**config.mk**
```make
export PLATFORM = sky130hd
export DESIGN_NAME = ppu_row_scanout_flat
export DESIGN_NICKNAME = d
export VERILOG_FILES = /design/src/rtl/ppu_row_scanout_if.sv /design/src/rtl/ppu_row_scanout.sv /design/src/flat_wrapper.sv
export SDC_FILE = /design/constraint.sdc
export NUM_CORES = 1
export LEC_CHECK = 0
export ABC_CLOCK_PERIOD_IN_PS = 2800
export BUFFER_PORTS_ARGS = -buffer_cell sky130_fd_sc_hd__buf_2
export CORE_MARGIN = 1.5
export CORE_UTILIZATION = 35
export CTS_BUF_LIST = sky130_fd_sc_hd__clkbuf_4
export DETAILED_ROUTE_END_ITERATION = 10
export SLEW_MARGIN = 10
export SYNTH_ARGS = -nofsm -noshare
export SYNTH_HDL_FRONTEND = slang
export SYNTH_SLANG_ARGS = --single-unit
```
**constraint.sdc**
```tcl
create_clock -name clk -period 2.8 [get_ports clk]
set_input_delay 0.42 -clock clk [delete_from_list [all_inputs] [get_ports clk]]
set_output_delay 0.42 -clock clk [all_outputs]
set_load 0.01 [all_outputs]
```
**src/rtl/ppu_row_scanout_if.sv**
```systemverilog
// Bus between the row scan-out block and its RAMs, the PPU and the HDMI transmitter.
// The master side is the scan-out block; the slave side owns the RAM read data.
interface ppu_row_scanout_if;
  logic [8:0]  hdmi_rowram_rdaddr;
  logic [8:0]  hdmi_rowram_rddata;
  logic [8:0]  hdmi_palram_rdaddr;
  logic [23:0] hdmi_palram_rddata;
  logic        rowram_swap;
  logic [7:0]  next_row;
  logic        hsync;
  logic        vsync;
  logic        de;
  logic [23:0] rgb;

  modport master (
    output hdmi_rowram_rdaddr,
    input  hdmi_rowram_rddata,
    output hdmi_palram_rdaddr,
    input  hdmi_palram_rddata,
    output rowram_swap,
    output next_row,
    output hsync,
    output vsync,
    output de,
    output rgb
  );

  modport slave (
    input  hdmi_rowram_rdaddr,
    output hdmi_rowram_rddata,
    input  hdmi_palram_rdaddr,
    output hdmi_palram_rddata,
    input  rowram_swap,
    input  next_row,
    input  hsync,
    input  vsync,
    input  de,
    input  rgb
  );
endinterface

```
**src/rtl/ppu_row_scanout.sv**
```systemverilog
// Display-side consumer of the PPU row double-buffer: raster timing, row/palette lookup
// with 2x pixel doubling, and the row-buffer swap schedule that paces ppu_logic.
module ppu_row_scanout #(
  parameter int H_ACTIVE = 640,
  parameter int H_FP     = 16,
  parameter int H_SYNC   = 96,
  parameter int H_BP     = 48,
  parameter int V_ACTIVE = 480,
  parameter int V_FP     = 10,
  parameter int V_SYNC   = 2,
  parameter int V_BP     = 33
) (
  input logic               clk,
  input logic               rst,
  ppu_row_scanout_if.master bus
);

  localparam int H_TOTAL = H_ACTIVE + H_FP + H_SYNC + H_BP;
  localparam int V_TOTAL = V_ACTIVE + V_FP + V_SYNC + V_BP;
  localparam int ROWS    = V_ACTIVE / 2;
  localparam int HW      = $clog2(H_TOTAL);
  localparam int VW      = $clog2(V_TOTAL);

  localparam logic [HW-1:0] H_LAST   = HW'(H_TOTAL - 1);
  localparam logic [HW-1:0] H_ACT    = HW'(H_ACTIVE);
  localparam logic [HW-1:0] HS_START = HW'(H_ACTIVE + H_FP);
  localparam logic [HW-1:0] HS_END   = HW'(H_ACTIVE + H_FP + H_SYNC);
  localparam logic [VW-1:0] V_LAST   = VW'(V_TOTAL - 1);
  localparam logic [VW-1:0] V_ACT    = VW'(V_ACTIVE);
  localparam logic [VW-1:0] VS_START = VW'(V_ACTIVE + V_FP);
  localparam logic [VW-1:0] VS_END   = VW'(V_ACTIVE + V_FP + V_SYNC);
  // Last line carrying a mid-frame swap: v = 2*(ROWS-1)-1.
  localparam logic [VW-1:0] V_LAST_SWAP = VW'(2 * ROWS - 3);

  typedef enum logic {
    ST_PRIME = 1'b0,
    ST_RUN   = 1'b1
  } state_t;

  logic [HW-1:0] h_r;
  logic [VW-1:0] v_r;
  logic          active_s;
  logic          hs_s;
  logic          vs_s;
  logic          sched_s;
  logic [7:0]    sched_row_s;

  state_t        state_r;
  state_t        state_nx_s;
  logic          swap_nx_s;
  logic [7:0]    row_nx_s;
  logic          swap_r;
  logic [7:0]    next_row_r;

  logic [8:0]    rowram_rdaddr_r;
  logic [8:0]    palram_rdaddr_r;
  logic [4:0]    act_sr;
  logic [4:0]    hs_sr;
  logic [4:0]    vs_sr;
  logic [23:0]   rgb_r;

  // Raster counters; reset parks the raster at the top of vblank.
  always_ff @(posedge clk) begin
    if (rst) begin
      h_r <= '0;
      v_r <= V_ACT;
    end else if (h_r == H_LAST) begin
      h_r <= '0;
      if (v_r == V_LAST) begin
        v_r <= '0;
      end else begin
        v_r <= v_r + VW'(1);
      end
    end else begin
      h_r <= h_r + HW'(1);
    end
  end

  // Raw timing and swap schedule decoded from the current counter position.
  always_comb begin
    active_s = (h_r < H_ACT) && (v_r < V_ACT);
    hs_s     = !((h_r >= HS_START) && (h_r < HS_END));
    vs_s     = !((v_r >= VS_START) && (v_r < VS_END));
    sched_s  = (h_r == H_ACT) && ((v_r[0] && (v_r <= V_LAST_SWAP)) || (v_r == V_LAST));
    if (v_r == V_LAST) begin
      sched_row_s = 8'd1;
    end else if (v_r == V_LAST_SWAP) begin
      sched_row_s = 8'd0;
    end else begin
      sched_row_s = 8'((v_r + VW'(3)) >> 1);
    end
  end

  // Swap controller state register.
  always_ff @(posedge clk) begin
    if (rst) begin
      state_r    <= ST_PRIME;
      swap_r     <= 1'b0;
      next_row_r <= 8'd0;
    end else begin
      state_r    <= state_nx_s;
      swap_r     <= swap_nx_s;
      next_row_r <= row_nx_s;
    end
  end

  // Priming request for row 0 wins over any scheduled pulse in the same cycle.
  always_comb begin
    state_nx_s = state_r;
    swap_nx_s  = 1'b0;
    row_nx_s   = next_row_r;
    case (state_r)
      ST_PRIME: begin
        state_nx_s = ST_RUN;
        swap_nx_s  = 1'b1;
        row_nx_s   = 8'd0;
      end
      ST_RUN: begin
        if (sched_s) begin
          swap_nx_s = 1'b1;
          row_nx_s  = sched_row_s;
        end else begin
          swap_nx_s = 1'b0;
          row_nx_s  = next_row_r;
        end
      end
      default: begin
        state_nx_s = ST_PRIME;
        swap_nx_s  = 1'b0;
        row_nx_s   = 8'd0;
      end
    endcase
  end

  // Five-stage pixel pipeline: row RAM, palette RAM, then the output register.
  always_ff @(posedge clk) begin
    if (rst) begin
      rowram_rdaddr_r <= 9'd0;
      palram_rdaddr_r <= 9'd0;
      act_sr          <= 5'b00000;
      hs_sr           <= 5'b11111;
      vs_sr           <= 5'b11111;
      rgb_r           <= 24'd0;
    end else begin
      rowram_rdaddr_r <= active_s ? 9'(h_r >> 1) : 9'd0;
      palram_rdaddr_r <= bus.hdmi_rowram_rddata;
      act_sr          <= {act_sr[3:0], active_s};
      hs_sr           <= {hs_sr[3:0], hs_s};
      vs_sr           <= {vs_sr[3:0], vs_s};
      rgb_r           <= act_sr[3] ? bus.hdmi_palram_rddata : 24'd0;
    end
  end

  assign bus.hdmi_rowram_rdaddr = rowram_rdaddr_r;
  assign bus.hdmi_palram_rdaddr = palram_rdaddr_r;
  assign bus.rowram_swap        = swap_r;
  assign bus.next_row           = next_row_r;
  assign bus.de                 = act_sr[4];
  assign bus.hsync              = hs_sr[4];
  assign bus.vsync              = vs_sr[4];
  assign bus.rgb                = rgb_r;

endmodule

```
**src/flat_wrapper.sv**
```systemverilog
// flat-port wrapper written by rule: the top's interface ports become plain ports
module ppu_row_scanout_flat 
#(
  parameter int H_ACTIVE = 640,
  parameter int H_FP     = 16,
  parameter int H_SYNC   = 96,
  parameter int H_BP     = 48,
  parameter int V_ACTIVE = 480,
  parameter int V_FP     = 10,
  parameter int V_SYNC   = 2,
  parameter int V_BP     = 33
)
  (clk, rst, bus_hdmi_rowram_rdaddr, bus_hdmi_rowram_rddata, bus_hdmi_palram_rdaddr, bus_hdmi_palram_rddata, bus_rowram_swap, bus_next_row, bus_hsync, bus_vsync, bus_de, bus_rgb);
  ppu_row_scanout_if bus_i ();
  input logic clk;
  input logic rst;
  output wire logic [$bits(bus_i.hdmi_rowram_rdaddr)-1:0] bus_hdmi_rowram_rdaddr;
  input wire logic [$bits(bus_i.hdmi_rowram_rddata)-1:0] bus_hdmi_rowram_rddata;
  output wire logic [$bits(bus_i.hdmi_palram_rdaddr)-1:0] bus_hdmi_palram_rdaddr;
  input wire logic [$bits(bus_i.hdmi_palram_rddata)-1:0] bus_hdmi_palram_rddata;
  output wire logic [$bits(bus_i.rowram_swap)-1:0] bus_rowram_swap;
  output wire logic [$bits(bus_i.next_row)-1:0] bus_next_row;
  output wire logic [$bits(bus_i.hsync)-1:0] bus_hsync;
  output wire logic [$bits(bus_i.vsync)-1:0] bus_vsync;
  output wire logic [$bits(bus_i.de)-1:0] bus_de;
  output wire logic [$bits(bus_i.rgb)-1:0] bus_rgb;
  assign bus_hdmi_rowram_rdaddr = bus_i.hdmi_rowram_rdaddr;
  assign bus_i.hdmi_rowram_rddata = bus_hdmi_rowram_rddata;
  assign bus_hdmi_palram_rdaddr = bus_i.hdmi_palram_rdaddr;
  assign bus_i.hdmi_palram_rddata = bus_hdmi_palram_rddata;
  assign bus_rowram_swap = bus_i.rowram_swap;
  assign bus_next_row = bus_i.next_row;
  assign bus_hsync = bus_i.hsync;
  assign bus_vsync = bus_i.vsync;
  assign bus_de = bus_i.de;
  assign bus_rgb = bus_i.rgb;
  ppu_row_scanout #(.H_ACTIVE(H_ACTIVE), .H_FP(H_FP), .H_SYNC(H_SYNC), .H_BP(H_BP), .V_ACTIVE(V_ACTIVE), .V_FP(V_FP), .V_SYNC(V_SYNC), .V_BP(V_BP)) u_core (.clk(clk), .rst(rst), .bus(bus_i));
endmodule
```
==> results of run 1 <==
-- metrics by stage --
stage / cells / hold WS, ns / util, %
after floorplan: 312 / 0.3895 / -
after global placement: 496 / 0.3910 / 42.07
after detailed placement: 496 / 0.3928 / 42.07
after CTS: 511 / 0.1678 / 43.61
after global routing: 511 / 0.1695 / 43.64
final: 511 / 0.2006 / 43.64
-- critical path: cells and delay by family, from the launching register on --
kind                   cells  cell delay (ns)
AOI/OAI and AO/OA          1             0.14
buffers and inverters      1             0.19
DFF                        1             0.41
and+or+nand+nor            4             1.28
-- kinds of logic (layout without fill, tap and decap cells) --
group	Yosys count	in the layout
adders and majority gates	6	6
and+or+nand+nor	146	146
AOI/OAI and AO/OA	30	30
xor gates and xnor gates	19	19
buffers and inverters	24	115
DFF	87	87
-- layout by cell type (no fill, tap or decap), types with 2 or more instances in the layout --
master,instances
and2_1,33
nand3_1,21
clkinvlp_4,2
buf_4,4
o21ai_1,2
o21ai_0,14
or2_2,10
ha_1,6
dfxtp_1,87
nor4b_1,2
nor2_1,24
buf_2,88
inv_1,8
xor2_1,7
nor3b_1,2
nand4_1,4
nand2_1,10
clkbuf_4,10
nor2b_1,15
xnor2_1,12
a211oi_1,2
nand2b_1,3
nor3_1,5
and3_1,4
or4_1,2
a21oi_1,5
-- routing by layer --
| metal | GRT usage (%) | vias up | wire [um] | part of all wire [%] |
|---|---|---|---|---|
| met4 | 5.934 | 0 | 83 | 1.3 |
| li1 | - | 1212 | - | - |
| met3 | 4.029 | 6 | 445 | 6.9 |
| met2 | 22.70 | 90 | 2934 | 46 |
| met5 | 0 | - | 0 | 0 |
| met1 | 17.40 | 1093 | 2964 | 46 |
-- cell type report --
type                    instances  share of cell area [%]
clock inverters                 5                   1.553
clock buffers                  10                   1.982
inverters                       8                  0.7929
multi-input cells             201                   33.70
repair buffers                 92                   12.42
well taps                     108                   3.568
flip-flops and latches         87                   45.99
-- sequential cells by signal, summed over array words and instances, names as in the netlist, 5 cells and up --
register / flops
u_core.vs_sr: 5
u_core.bus.hdmi_palram_rdaddr: 9
u_core.bus.hdmi_rowram_rdaddr: 9
u_core.hs_sr: 5
u_core.v_r: 10
u_core.bus.rgb: 24
u_core.bus.next_row: 8
u_core.h_r: 10
u_core.act_sr: 5
-- path summary, 6_finish.rpt --
check	to	from	depth (start not counted)	slack, ns
min	u_core.bus.rgb[16]	bus_hdmi_palram_rddata[16]	2	0.20
max reg2reg	u_core.bus.next_row[0]	u_core.v_r[4]	6	0.70
max	u_core.bus.next_row[0]	u_core.v_r[4]	6	0.70
min reg2reg	u_core.hs_sr[2]	u_core.hs_sr[1]	1	0.42
-- power by group --
| group | internal [W] | total, W | switching [W] |
|---|---|---|---|
| Sequential | 0.00125 | 0.00126 | 0.00000766 |
| Combinational | 0.0000330 | 0.0000656 | 0.0000326 |
| Clock | 0.000279 | 0.000688 | 0.000409 |
| Total | 0.00156 | 0.00201 | 0.000449 |
==> flow_summary.ini, run 1 <==
[cts]
cts.reportedPaths.clkPinSlew_ns = 0.13
ctsResizeCount = 0
postCtsSetupBuffers = 0
clk_latency_ns = 0.41
tritoncts = built
clkSinkCount = 87
cts_made_buffers = 9
ctsRootBufferMaster = clkbuf_4
cts_max_level = 3
cts.hold.buffers_added = 0
cts.path.max_buffers = 2

[floorplanning]
die_w_um = 97.52
io-pin-count = 89
floorplan.core_area_sq_um = 8678
rows = 34
floorplan.die_area_sq_um = 9509
initial_utilization_pct = 36.03
die_y_um = 97.52

[setup_path]
cp_data_arrival_time_ns = 2.43
required_ns = 3.13
cpMaxStageDelayCell = or4b_1
worstSetupStartpointType = flop
cp_cell_sequence = or4b_1 -> nor4_4 -> o31ai_1 -> buf_4 -> nor2b_1 -> nor3b_1
crit_fanout = 11
timing.critical_path.slowest_cell_delay_ns = 0.61
kind_of_end_point_of_the_critical_path = flop
critPathKind = flop to flop

[grt]
grt_pass1_wl_um = 10790
grt_antenna_before_repair = 0
grt-ovfl-total = 0
largest_net_degree_at_the_start_of_global_routing = 35
grt_usage_pct = 14.01
via_count_of_the_first_global_routing_pass = 2287

[logic_synthesis]
ys_seq_area_share_pct = 55.70
synth_nets = 353
ys_seq_elements = 87
synthMuxAreaShare_pct = 0
yosysWarnings = 0
syn_avg_cell_area_sq_um = 10.02
xor_and_xnor_fraction_of_the_mapped_netlist_area_pct = 5.322
synth_cell_types = 43
syn_area_sq_um = 3127
synthDominantCellAreaShare_pct = 55.70
synth-edff-count = 0
syn_inst = 312
post-synth-top-count-cell = dfxtp_1
synth-simple-area-share_pct = 27.21
synth_fa_ha_area_share_pct = 2.401
synth_area_leader_cell = dfxtp_1
synth_top_family_by_area = simple AND/OR/NAND/NOR gates
postSynth.topFlopCell = dfxtp_1
post_synthesis_compound_gate_area_fraction_pct = 5.802
netlist_top_cells_count = dfxtp_1, and2_1, nor2_1
asyncSetResetFlopFracSynth_pct = 0
post_synth_main_area_contributors = dfxtp_1, and2_1, nand3_1

[placement]
place_area_sq_um = 3651
portBuffers = 88
gp_routability_congestion = 0.8925
dp_slack_ns = 0.7209
dp_hpwl_um = 4598

[cells_and_area]
postLayoutCellArea_sq_um = 3787
area_growth_pct = 21.13
final_nets = 440
final-seq-area_sq_um = 1742
layout-drive-gt1-share_pct = 30.77
multi_input_comb_area_sq_um = 1276
antenna-diode-count = 0
fillerInstances = 842

[route]
post-route-drc-count = 0
drt_first_iter_violations = 95
routed_via_density = 4.699
routed_wire_length_per_instance_um = 12.58
route.vias.total = 2401
finalWirelength_um = 6427
ant_nets = 0
dr.pass1.iters = 5

[timing]
relSlewSlack_pct = 55.27
finalCriticalPeriod_ns = 2.103
rsz_0062_raised_after_global_routing = no
report.final.setup_viol = 0
layout_worst_path_cycle_share_pct = 75.12
final.setup_skew_ns = 0.01063
final_critical_path_setup_slack_ns = 0.6967
slew_violations = 0
timing_worst_slew_pin_value_ns = 0.6679
hold_viol_final = 0
setup_total_negative_slack_ns = 0
clock.fmax_mhz = 475.4

[power]
pwrdens_nw_per_um2 = 531.0
vdd_ir_drop_max_mv = 0.1960
p_leak_nw = 1.679
report.power.total_w = 0.002011

[hold_path]
timing.hold.worst.class = primary input to flop

[outcome]
status = completed

[flow_run]
drv.max_cap_violation_count = 0
Power figures use the tool's default switching activity.
==> inputs of run 2 (changes only) <==
- ABC_CLOCK_PERIOD_IN_PS: 2800 -> 2000
- clock period: 2.8 -> 2 ns (I/O delays scaled with it)
==> flow_summary.ini, run 2 (synthesis results as in run 1) <==
[setup_path]
timing.critical_path.buf_inv = 0
critPathTopFamily = simple AND/OR/NAND/NOR gates
cp_cell_sequence = or2_2 -> or4_1 -> a211oi_2 -> nand4_1 -> o21ai_1
worstSetupStartpointType = flop
kind_of_end_point_of_the_critical_path = flop
crit_cells = 5
cpMaxStageDelayCell = or4_1
endpoint = u_core.bus.next_row[6]
timing.critical_path.slowest_cell_delay_ns = 0.50
crit_path_start = u_core.h_r[6]
r2r-start = u_core.h_r[6]
r2r_setup_slack_ns = 0.11
cp_data_arrival_time_ns = 2.26
reg2regPathDepth = 5
critPathKind = flop to flop
crit_fanout = 5
required_ns = 2.37
timing.rr.end = u_core.bus.next_row[6]

[grt]
grt_usage_pct = 14.33
via_count_of_the_first_global_routing_pass = 2354
grt_antenna_before_repair = 0
largest_net_degree_at_the_start_of_global_routing = 26
grt_pass1_wl_um = 11030
grt-ovfl-total = 0

[timing]
finalCriticalPeriod_ns = 1.888
final.setup_skew_ns = 0.01998
layout_worst_path_cycle_share_pct = 94.39
fin_hold_ws_ns = 0.04952
relSlewSlack_pct = 54.31
rsz_0062_raised_after_global_routing = no
slew_violations = 0
hold_viol_final = 0
setup_total_negative_slack_ns = 0
timing_worst_slew_pin_value_ns = 0.6822
report.final.setup_viol = 0
clock.fmax_mhz = 529.7

[placement]
dp_hpwl_um = 4899
gp_routability_congestion = 0.8800
portBuffers = 88

[cells_and_area]
layout.cells.most_common = buf_2
multi_input_comb_area_sq_um = 1299
final-seq-area_sq_um = 1749
fillerInstances = 849
final_cell_mix = buf_2, dfxtp_1, and2_1
antenna-diode-count = 0
final_nets = 457
area_growth_pct = 27.33
layout-drive-gt1-share_pct = 34.92
largest_reg_flops = 24

[cts]
cts.path.max_buffers = 2
cts.reportedPaths.clkPinSlew_ns = 0.15
ctsRootBufferMaster = clkbuf_4
tritoncts = built
cts.hold.buffers_added = 0
cts_made_buffers = 9
clk_latency_ns = 0.44
clkSinkCount = 87
cts_max_level = 3
postCtsSetupBuffers = 0

[floorplanning]
rows = 34
io-pin-count = 89
floorplan.core_area_sq_um = 8678
floorplan.die_area_sq_um = 9509
initial_utilization_pct = 36.03
die_w_um = 97.52
die_y_um = 97.52

[route]
routed_wire_length_per_instance_um = 12.50
finalWirelength_um = 6615
ant_nets = 0
routed_via_density = 4.560
post-route-drc-count = 0
dr.pass1.iters = 4
drt_first_iter_violations = 97
route.vias.total = 2412

[outcome]
status = completed

[power]
pwrdens_nw_per_um2 = 760.6
vdd_ir_drop_max_mv = 0.3191
p_leak_nw = 1.784

[flow_run]
drv.max_cap_violation_count = 0

[hold_path]
timing.hold.worst.class = primary input to flop
-- run 2: repair_timing --
action | in CTS | in global routing
endpoints found under the setup margin | 1 | 8
resized for setup | 1 | 9
pin swaps | 0 | 3
-- run 2: stage by stage --
| stage | utilization [%] | setup WS (ns) | cells | instance area (sq um) | power, W |
|---|---|---|---|---|---|
| floorplan | - | 0.02367 | 312 | 3132 | 0.001837 |
| global placement | 43.60 | 0.08951 | 513 | 3784 | 0.001895 |
| detailed placement | 43.60 | 0.03728 | 513 | 3784 | 0.001896 |
| CTS | 45.62 | 0.02943 | 529 | 3959 | 0.003060 |
| global route | 45.88 | 0.02249 | 529 | 3981 | 0.003150 |
| finish | 45.88 | 0.1122 | 529 | 3981 | 0.003028 |
-- run 2: layout make-up --
type	count	area share [%]
clock buffers	9	1.697
clock inverters	7	2.577
inverters	8	0.7542
multi-input cells	201	32.62
flip-flops and latches	87	43.93
well taps	108	3.394
repair buffers	109	15.02
-- run 2: how the worst min path moves through the flow --
stage | startpoint | to | slack (ns) | cells after the start
6_report | bus_hdmi_palram_rddata[8] | u_core.bus.rgb[8] | 0.05 | 2
5_1_grt | bus_hdmi_palram_rddata[20] | u_core.bus.rgb[20] | 0.02 | 2
4_1_cts | bus_hdmi_palram_rddata[8] | u_core.bus.rgb[8] | 0.03 | 2
3_5_place_dp | u_core.vs_sr[0] | u_core.vs_sr[1] | 0.40 | 1
3_3_place_gp | u_core.vs_sr[0] | u_core.vs_sr[1] | 0.39 | 1
2_1_floorplan | u_core.hs_sr[0] | u_core.hs_sr[1] | 0.39 | 1
-- run 2: where the power goes --
| group | internal, W | switching, W | total (W) |
|---|---|---|---|
| registers | 0.00175 | 0.0000108 | 0.00176 |
| logic | 0.0000489 | 0.0000484 | 0.0000973 |
| clock network | 0.000527 | 0.000642 | 0.00117 |
| total | 0.00233 | 0.000701 | 0.00303 |
-- run 2: metal layers --
layer / track usage (%) / wire (um)
met5: 0 / 0
met4: 5.275 / 76
met3: 4.964 / 513
met2: 22.60 / 2990
met1: 18.10 / 3035
